`src/rtl/wb_arbiter_pkg.sv`:
```
// wb_arbiter_pkg: shared widths, tagFree, unit indices and round-robin helper for the writeback arbiter
package wb_arbiter_pkg;
    localparam int NREQ   = 3;
    localparam int DEPTH  = 2;
    localparam int NAME_W = 5;
    localparam int TAG_W  = 4;
    localparam int DATA_W = 32;
    localparam int ENT_W  = NAME_W + TAG_W + DATA_W;
    localparam int PW     = $clog2(NREQ);
    localparam logic [TAG_W-1:0] TAG_FREE = '1;
    localparam logic ENABLE  = 1'b1;
    localparam logic DISABLE = 1'b0;
    typedef enum logic [1:0] {UNIT_ALU, UNIT_BR, UNIT_MUL} unit_e;
    typedef struct packed {
        logic [NAME_W-1:0] name;
        logic [TAG_W-1:0]  tag;
        logic [DATA_W-1:0] data;
    } wb_ent_t;
    function automatic logic [PW-1:0] rr_add(input logic [PW-1:0] p, input int k);
        int s;
        s = int'(p) + k;
        return PW'(s >= NREQ ? s - NREQ : s);
    endfunction
endpackage

```
`src/rtl/wb_fifo.sv`:
```
// wb_fifo: small per-requester result FIFO with registered pointers and count
module wb_fifo #(
    parameter int W     = 41,
    parameter int DEPTH = 2
) (
    input  logic         clk,
    input  logic         rst,
    input  logic         clear,
    input  logic         push,
    input  logic         pop,
    input  logic [W-1:0] din,
    output logic [W-1:0] head,
    output logic         full,
    output logic         empty
);
    localparam int AW = $clog2(DEPTH);
    localparam int CW = $clog2(DEPTH + 1);
    logic [W-1:0]  r_mem [DEPTH];
    logic [AW-1:0] r_wr, r_rd;
    logic [CW-1:0] r_cnt;
    assign full  = r_cnt == CW'(DEPTH);
    assign empty = r_cnt == '0;
    assign head  = r_mem[r_rd];
    always_ff @(posedge clk) begin
        if (rst || clear) begin
            r_wr  <= '0;
            r_rd  <= '0;
            r_cnt <= '0;
        end else begin
            r_wr  <= r_wr + AW'(push);
            r_rd  <= r_rd + AW'(pop);
            r_cnt <= r_cnt + CW'(push) - CW'(pop);
        end
    end
    always_ff @(posedge clk)
        if (push) r_mem[r_wr] <= din;
    always_ff @(posedge clk)
        if (!rst) assert (!(push && full));
endmodule

```
`src/rtl/wb_arbiter.sv`:
```
// wb_arbiter: round-robin writeback scheduler driving a registered result broadcast
module wb_arbiter
    import wb_arbiter_pkg::*;
(
    input  logic                     clk,
    input  logic                     rst,
    input  logic                     flush,
    input  logic [NREQ-1:0]          in_valid,
    output logic [NREQ-1:0]          in_ready,
    input  logic [NREQ*NAME_W-1:0]   in_name,
    input  logic [NREQ*TAG_W-1:0]    in_tag,
    input  logic [NREQ*DATA_W-1:0]   in_data,
    output logic                     wb_en,
    output logic [NAME_W-1:0]        wb_name,
    output logic [TAG_W-1:0]         wb_tag,
    output logic [DATA_W-1:0]        wb_data
);
    logic [NREQ-1:0] w_push, w_pop, w_full, w_empty;
    logic [ENT_W-1:0] w_head [NREQ];
    logic w_gnt_v;
    logic [PW-1:0] w_gnt, r_rr;
    assign in_ready = (rst || flush) ? '0 : ~w_full;
    assign w_push   = in_valid & in_ready;
    assign w_pop    = w_gnt_v ? NREQ'(1) << w_gnt : '0;
    for (genvar i = 0; i < NREQ; i++) begin : g_fifo
        wb_fifo #(.W(ENT_W), .DEPTH(DEPTH)) u_fifo (
            .clk   (clk),
            .rst   (rst),
            .clear (flush),
            .push  (w_push[i]),
            .pop   (w_pop[i]),
            .din   ({in_name[i*NAME_W +: NAME_W], in_tag[i*TAG_W +: TAG_W], in_data[i*DATA_W +: DATA_W]}),
            .head  (w_head[i]),
            .full  (w_full[i]),
            .empty (w_empty[i])
        );
    end
    // scan from the far end so the candidate closest to r_rr is assigned last and wins
    always_comb begin
        w_gnt_v = 1'b0;
        w_gnt   = '0;
        for (int k = NREQ - 1; k >= 0; k--) begin
            if (!w_empty[rr_add(r_rr, k)]) begin
                w_gnt_v = 1'b1;
                w_gnt   = rr_add(r_rr, k);
            end
        end
    end
    always_ff @(posedge clk) begin
        if (rst) begin
            r_rr    <= '0;
            wb_en   <= DISABLE;
            wb_name <= '0;
            wb_tag  <= TAG_FREE;
            wb_data <= '0;
        end else if (flush) begin
            wb_en <= DISABLE;
        end else begin
            wb_en <= w_gnt_v;
            if (w_gnt_v) begin
                {wb_name, wb_tag, wb_data} <= w_head[w_gnt];
                r_rr <= rr_add(w_gnt, 1);
            end
        end
    end
endmodule

```
`config.mk`:
```
export PLATFORM = sky130hd
export DESIGN_NAME = wb_arbiter
export DESIGN_NICKNAME = d
export VERILOG_FILES = /design/src/rtl/wb_arbiter_pkg.sv /design/src/rtl/wb_fifo.sv /design/src/rtl/wb_arbiter.sv
export SDC_FILE = /design/constraint.sdc
export NUM_CORES = 1
export LEC_CHECK = 0
export ABC_CLOCK_PERIOD_IN_PS = 7110
export CORE_ASPECT_RATIO = 1.25
export CORE_MARGIN = 2
export CORE_UTILIZATION = 55
export CTS_BUF_LIST = sky130_fd_sc_hd__clkbuf_4
export CTS_CLUSTER_SIZE = 14
export DETAILED_ROUTE_END_ITERATION = 7
export GPL_TIMING_DRIVEN = 0
export PLACE_DENSITY = 0.86
export SETUP_SLACK_MARGIN = 0.02
export SYNTH_ARGS = -nofsm -noshare
export SYNTH_HDL_FRONTEND = slang
export SYNTH_SLANG_ARGS = --single-unit
```
`constraint.sdc`:
```
create_clock -name clk -period 7.11 [get_ports clk]
set_input_delay 1.422 -clock clk [delete_from_list [all_inputs] [get_ports clk]]
set_output_delay 1.422 -clock clk [all_outputs]
set_load 0.02 [all_outputs]
```
# --- Word level (Yosys, flattened, before mapping) ---
# Memories as Yosys holds them, arrays and structs flattened. A register that Yosys moved wholly into a read port is not among the register bits.
# Cells that the tools add are included.
# Widths: inputs -> output; s select.
word_totals:
  ff_bits: 56
  latch_bits: 0
  ram_bits: 246
  romBits: 0
  input_bits: 129
  out_inout_bits: 45
  word_cells: 88
  n_memories: 3
memory_table:
  columns: ["name", "depth", "width", "rd", "rd_clocked_by_memory_dff", "wr", "line_no", "rtl"]
  rows:
  - ["g_fifo[0].u_fifo.r_mem", 2, 41, 1, 1, 1, "wb_fifo.sv:18", "logic [W-1:0] r_mem [DEPTH];"]
  - ["g_fifo[1].u_fifo.r_mem", 2, 41, 1, 1, 1, "wb_fifo.sv:18", null]
  - ["g_fifo[2].u_fifo.r_mem", 2, 41, 1, 1, 1, "wb_fifo.sv:18", null]
op_classes:
  addsub: 19
  n_mul: 0
  n_div: 0
  order_cmp: 8
  n_eq_ne: 3
  shifts: 1
  muxes: 30
  n_bitwise: 4
  reduce_logical: 6
ops:
  columns: ["operator", "n"]
  rows:
  - ["$bmux 41 s2", 1]
  - ["$mux 41", 2]
  - ["$mux 1", 15]
  - ["$mux 2", 7]
  - ["$ge 3x2->1 const B", 3]
  - ["$lt 2x3->1 const B", 3]
  - ["$sub 2x2->2 const B", 4]
  - ["$add 1x1->1", 6]
  - ["$add 2x1->2", 3]
  - ["$add 2x1->3 const B", 2]
  - ["$bmux 1 s2", 3]
  - ["$eq 2x2->1 const B", 3]
  - ["$logic_not 2->1", 3]
  - ["$mux 3", 2]
  - ["$sub 2x1->2", 3]
  - ["$add 2x2->3 const B", 1]
  - ["$and 3x3->3", 1]
  - ["$ge 3x3->1 const B", 1]
  - ["$not 2->3", 1]
  - ["$not 3->3", 1]
  - ["$shl 1x2->3 const A", 1]
  - ["$ge 2x2->1 const B", 1]
  - ["$reduce_and 2->1", 1]
  - ["$reduce_or 2->1", 1]
  - ["2 further kinds", 2]

# --- Logic depth before layout (Yosys ltp) ---
logic_depth:
  depth_word: 12
  depth_mapped: 13

# --- By module ---
# A second synthesis with hierarchy kept.
hier_totals:
  hier_cells: 998
  hier_area_um2: 14652.8
by_module_without_submodules:
  columns: ["module", "n_inst", "cells_per_inst", "area_each_um2", "seq_area_each_um2"]
  rows:
  - ["wb_fifo", 3, 147, 3377.0, 2542.4]
  - ["wb_arbiter", 1, 557, 4521.8, 880.8]

# --- Least setup slack after synthesis ---
# Ideal clock, no wire load.
synth_timing:
  kind: "input-to-reg"
  start: "in rst"
  end: "mem g_fifo[1].u_fifo.r_mem[1][0] (enable)"
  setup_ns: 0.403
  arrival_ns: 3.778
  required_ns: 6.707
  path_slack_ns: 2.930
  path_stages: 6
  cell_sequence: "clkbuf_1 or2_2 clkbuf_1 a21oi_1 and2_1 ha_1"
synth_via:
  elab_chain_len: 5
synth_rtl:
  columns: ["item", "line_no", "rtl"]
  rows:
  - ["start, declared", "wb_arbiter.sv:6", "input logic rst,"]
  - ["$logic_or 1x1->1", "wb_arbiter.sv:22", "assign in_ready = (rst || flush) ? '0 : ~w_full;"]
  - ["$mux 3", "wb_arbiter.sv:22", null]
  - ["via in_ready[1]", "wb_arbiter.sv:9", "output logic [NREQ-1:0] in_ready,"]
  - ["$and 3x3->3", "wb_arbiter.sv:23", "assign w_push = in_valid & in_ready;"]
  - ["$mux 1", "wb_fifo.sv:36", "if (push) r_mem[r_wr] <= din;"]
  - ["$mux 1 (not written as such)", "wb_fifo.sv:36", null]
  - ["end, declared", "wb_fifo.sv:18", null]
# The timed path passes the listed nets, and every way through them passes these cells.

# --- Worst setup path in the final report ---
layout_timing:
  start: "in flush"
  end: "out in_ready[1]"
layout_via:
  elab_chain_len: 2
layout_rtl:
  columns: ["item", "line_no", "rtl"]
  rows:
  - ["start, declared", "wb_arbiter.sv:7", "input logic flush,"]
  - ["$logic_or 1x1->1", "wb_arbiter.sv:22", null]
  - ["$mux 3", "wb_arbiter.sv:22", null]
  - ["end, declared", "wb_arbiter.sv:9", null]
# Every way passes these cells.

==> qor.csv <==
stage,metric,value,unit
outcome,status,"finished, final reports clean",
placed_design,DP HPWL,20600,um
clock_network,TritonCTS clock tree,yes,
worst_setup_path,Crit path depth,5,
final_layout,"most common cell after layout, fill and taps aside",edfxtp_1,
worst_setup_path,Worst Path Required,5.69,ns
final_layout,fraction of layout cells with a size suffix above 1,18.0,%
worst_setup_path,crit path kind,input port to output pin,
clock_network,Sink Count,302,
clock_network,# hold bufs at CTS,0,
floorplan,# IOs,174,
synthesis,Cells after Synth,786,
timing,clk_skew,0.0371,ns
power_and_ir_drop,pwr dens,304,nW/um^2
synthesis,complex-gate fraction of the synthesized area,9.10,%
global_routing,met2 Track Usage GR,45.5,%
timing,crit path time final,4.86,ns
global_routing,number of global-route vias before repair,8563,
placed_design,Port Buf Inserts,172,
worst_setup_path,slack of the worst reg-to-reg path,3.93,ns
synthesis,"Seq/Total Area, Yosys",70.7,%
detailed_routing,DRC Markers,0,
timing,max frequency,206,MHz
synthesis,Yosys top cell by area,edfxtp_1,
synthesis,"Avg Cell Area, Syn",15.3,sq um
detailed_routing,WL final,29900,um
timing,Final Max Tran Viols,0,
worst_setup_path,Crit path max-delay family,buffers and inverters,
timing,final hold violations,0,
detailed_routing,first-pass iteration count of the detailed router,8,
detailed_routing,drt initial violations,743,
timing,WHS,0.499,ns
global_routing,first-pass GRT wire length,45200,um
worst_setup_path,Worst path slowest cell,clkdlybuf4s50_1,
final_layout,highest-count cells in the layout ignoring fill and taps,"edfxtp_1, clkdlybuf4s50_1, clkbuf_4",
global_routing,GR Util All Layers,26.2,%
worst_setup_path,Worst path most repeated cell,clkdlybuf4s50_1,
floorplan,Initial Utilization,56.0,%
synthesis,Yosys warning total,0,
hold_path,HP Class,flip-flop to flip-flop,
detailed_routing,wire per inst,21.7,um
worst_setup_path,"Max FO, Critical Path",10,
timing,Worst-Margin Slew,0.964,ns
timing,setup_tns,0,ns
hold_path,Hold EP,wb_data[11],
global_routing,grt peak-use layer,met2,
final_layout,fin cells,1375,
clock_network,Clock Tree Root,clkbuf_4,
power_and_ir_drop,leakage,5.02,nW
synthesis,mux cell area share after synthesis,10.4,%
floorplan,Rows,60,
timing,unrepaired setup endpoints after global routing,no,
worst_setup_path,Buf/Inv on CP,3,
clock_network,Clock Path Buffers,3,
timing,setup violators final,0,
worst_setup_path,CP peak stage delay,0.64,ns
synthesis,Synth top area share,61.4,%
timing,slew margin rel.,35.8,%
placed_design,Cells after DPL,1243,
synthesis,Post-synth EDFFs,246,
floorplan,core area,21500,sq um
clock_network,"Clk pin slew, worst setup/hold paths",0.07,ns
hold_path,Worst Hold Path Cells,2,
timing,fin crit share,68.4,%
synthesis,Yosys cell types,50,
worst_setup_path,reg2reg end,wb_tag[1],
synthesis,XOR/XNOR share of the synthesized area,0.655,%
clock_network,PostCTS Resize Cnt,0,
worst_setup_path,crit end category,output pin,
worst_setup_path,CP cell instances,clkdlybuf4s50_1 -> or2_2 -> clkbuf_1 -> a21oi_1 -> clkdlybuf4s50_1,
synthesis,most common flop cell mapped by yosys,edfxtp_1,
global_routing,GR met3 Demand/Resource,5.41,%
power_and_ir_drop,VDD IR max,0.178,mV
run,Max Cap Violations,0,
detailed_routing,Vias,7992,
clock_network,post-CTS setup buffer count,0,
worst_setup_path,worst r2r src,r_rr[0],
global_routing,GRT met1 Usage,31.2,%
synthesis,"top cells by area, synth","edfxtp_1, dfxtp_1, mux2i_1",
clock_network,H-tree levels,3,
floorplan,Chip Width,136,um
global_routing,initial antenna violation count,1,
placed_design,RD Place Congestion,0.858,
floorplan,Die Ht,169,um
detailed_routing,Routed Antenna Nets,0,
final_layout,layout net count,1180,
worst_setup_path,Worst EP arrival,3.44,ns
synthesis,"FF+latch count, synth",302,
clock_network,worst-skew pair later-pin latency,0.69,ns
synthesis,post-synthesis async set-or-reset flop share,0,%
global_routing,global route total overflow,0,
global_routing,largest net degree at the start of global routing,26,
worst_setup_path,Startpoint Class,input port,
synthesis,Syn Nets,929,
final_layout,final core occ,71.1,%
synthesis,Syn Std Cell Area,12000,sq um
worst_setup_path,R2R cell count,10,
floorplan,die area,23100,sq um
detailed_routing,DR vias/cell,5.81,
clock_network,clock buffer count from CTS,71,
hold_path,hold path start,wb_data[11],
synthesis,post-synthesis adder-cell area fraction,1.46,%
final_layout,P&R area growth vs syn,27.0,%
synthesis,largest family of logic cells by synthesized area,multiplexers,
synthesis,Synth Area in Simple Gates,5.15,%
==> per-stage QoR <==
| stage | total power, mW | instance area, sq um | setup slack [ns] |
|---|---|---|---|
| 4_1_cts | 4.65 | 15300 | 2.23 |
| 2_1_floorplan | 2.70 | 12000 | 2.93 |
| 6_report | 4.65 | 15300 | 2.25 |
| 3_5_place_dp | 3.13 | 14300 | 2.23 |
| 5_1_grt | 4.84 | 15300 | 2.15 |
| 3_3_place_gp | 3.10 | 14100 | 1.93 |
==> power breakdown <==
part / total, mW / switching (mW) / leakage, nW / internal [mW]
clock network: 1.54 / 0.675 / 0.596 / 0.863
registers: 2.08 / 0.0616 / 2.69 / 2.01
logic: 1.03 / 0.588 / 1.73 / 0.444
==> worst min-delay path, cell delays in order, from the launching register on <==
cell	delay, ns
dfxtp_1	0.31
nor2_1	0.09
a211oi_1	0.05
==> how the worst max path moves through the flow <==
stage	start	endpoint	slack, ns
2_1_floorplan	rst	g_fifo[1].u_fifo.r_mem[1][0]	2.93
6_report	flush	in_ready[1]	2.25
5_1_grt	flush	in_ready[1]	2.15
3_3_place_gp	flush	g_fifo[1].u_fifo.r_mem[1][39]	1.93
3_5_place_dp	flush	in_ready[1]	2.23
4_1_cts	flush	in_ready[1]	2.23
==> area by class of cell <==
class | count | area, sq um
antenna | 1 | 2.50
buffer | 59 | 260
clock buffer | 112 | 841
clock inverter | 19 | 181
fill | 1430 | 6190
inverter | 12 | 45.0
multi-input combinational | 413 | 3230
sequential | 302 | 8510
tap | 279 | 349
timing repair buffer | 178 | 1860
==> synth_stat cells, drive strengths merged (3+ instances only) <==
cell type,number
xnor2,5
a221oi,4
clkbuf,36
mux2,38
a32oi,37
xor2,4
nor2,51
nand2,3
nor2b,5
nor3,5
and2,8
dfxtp,56
edfxtp,246
o21ai,43
or2,3
inv,12
buf,23
a211oi,41
ha,14
a21oi,3
o32a,5
mux2i,82
nand3,39
==> per-layer routing <==
layer  vias up  part of all wire [%]
li1       3631                     -
met1      3901                    38
met2       384                    52
met3        76                   7.1
met4         0                   3.2
met5         -                     0
==> cells by family (layout without fill, tap and decap cells) <==
kind of cell | after synthesis | after routing
flip-flops | 302 | 302
AO/OA/AOI/OAI | 145 | 145
AND/OR/NAND/NOR | 125 | 125
multiplexers | 120 | 120
buffers and inverters | 71 | 380
adder cells (fa/ha/maj) | 14 | 14
XOR/XNOR | 9 | 9
other | 0 | 1
==> flip-flops by register name, summed over array words and instances, names as in the netlist <==
register and cells:
wb_en 1, wb_tag 4, g_fifo.u_fifo.r_wr 3, g_fifo.u_fifo.r_cnt 6, g_fifo.u_fifo.r_rd 3, wb_data 32, g_fifo.u_fifo.r_mem 246, wb_name 5
r_rr 2
Power figures use the tool's default switching activity.
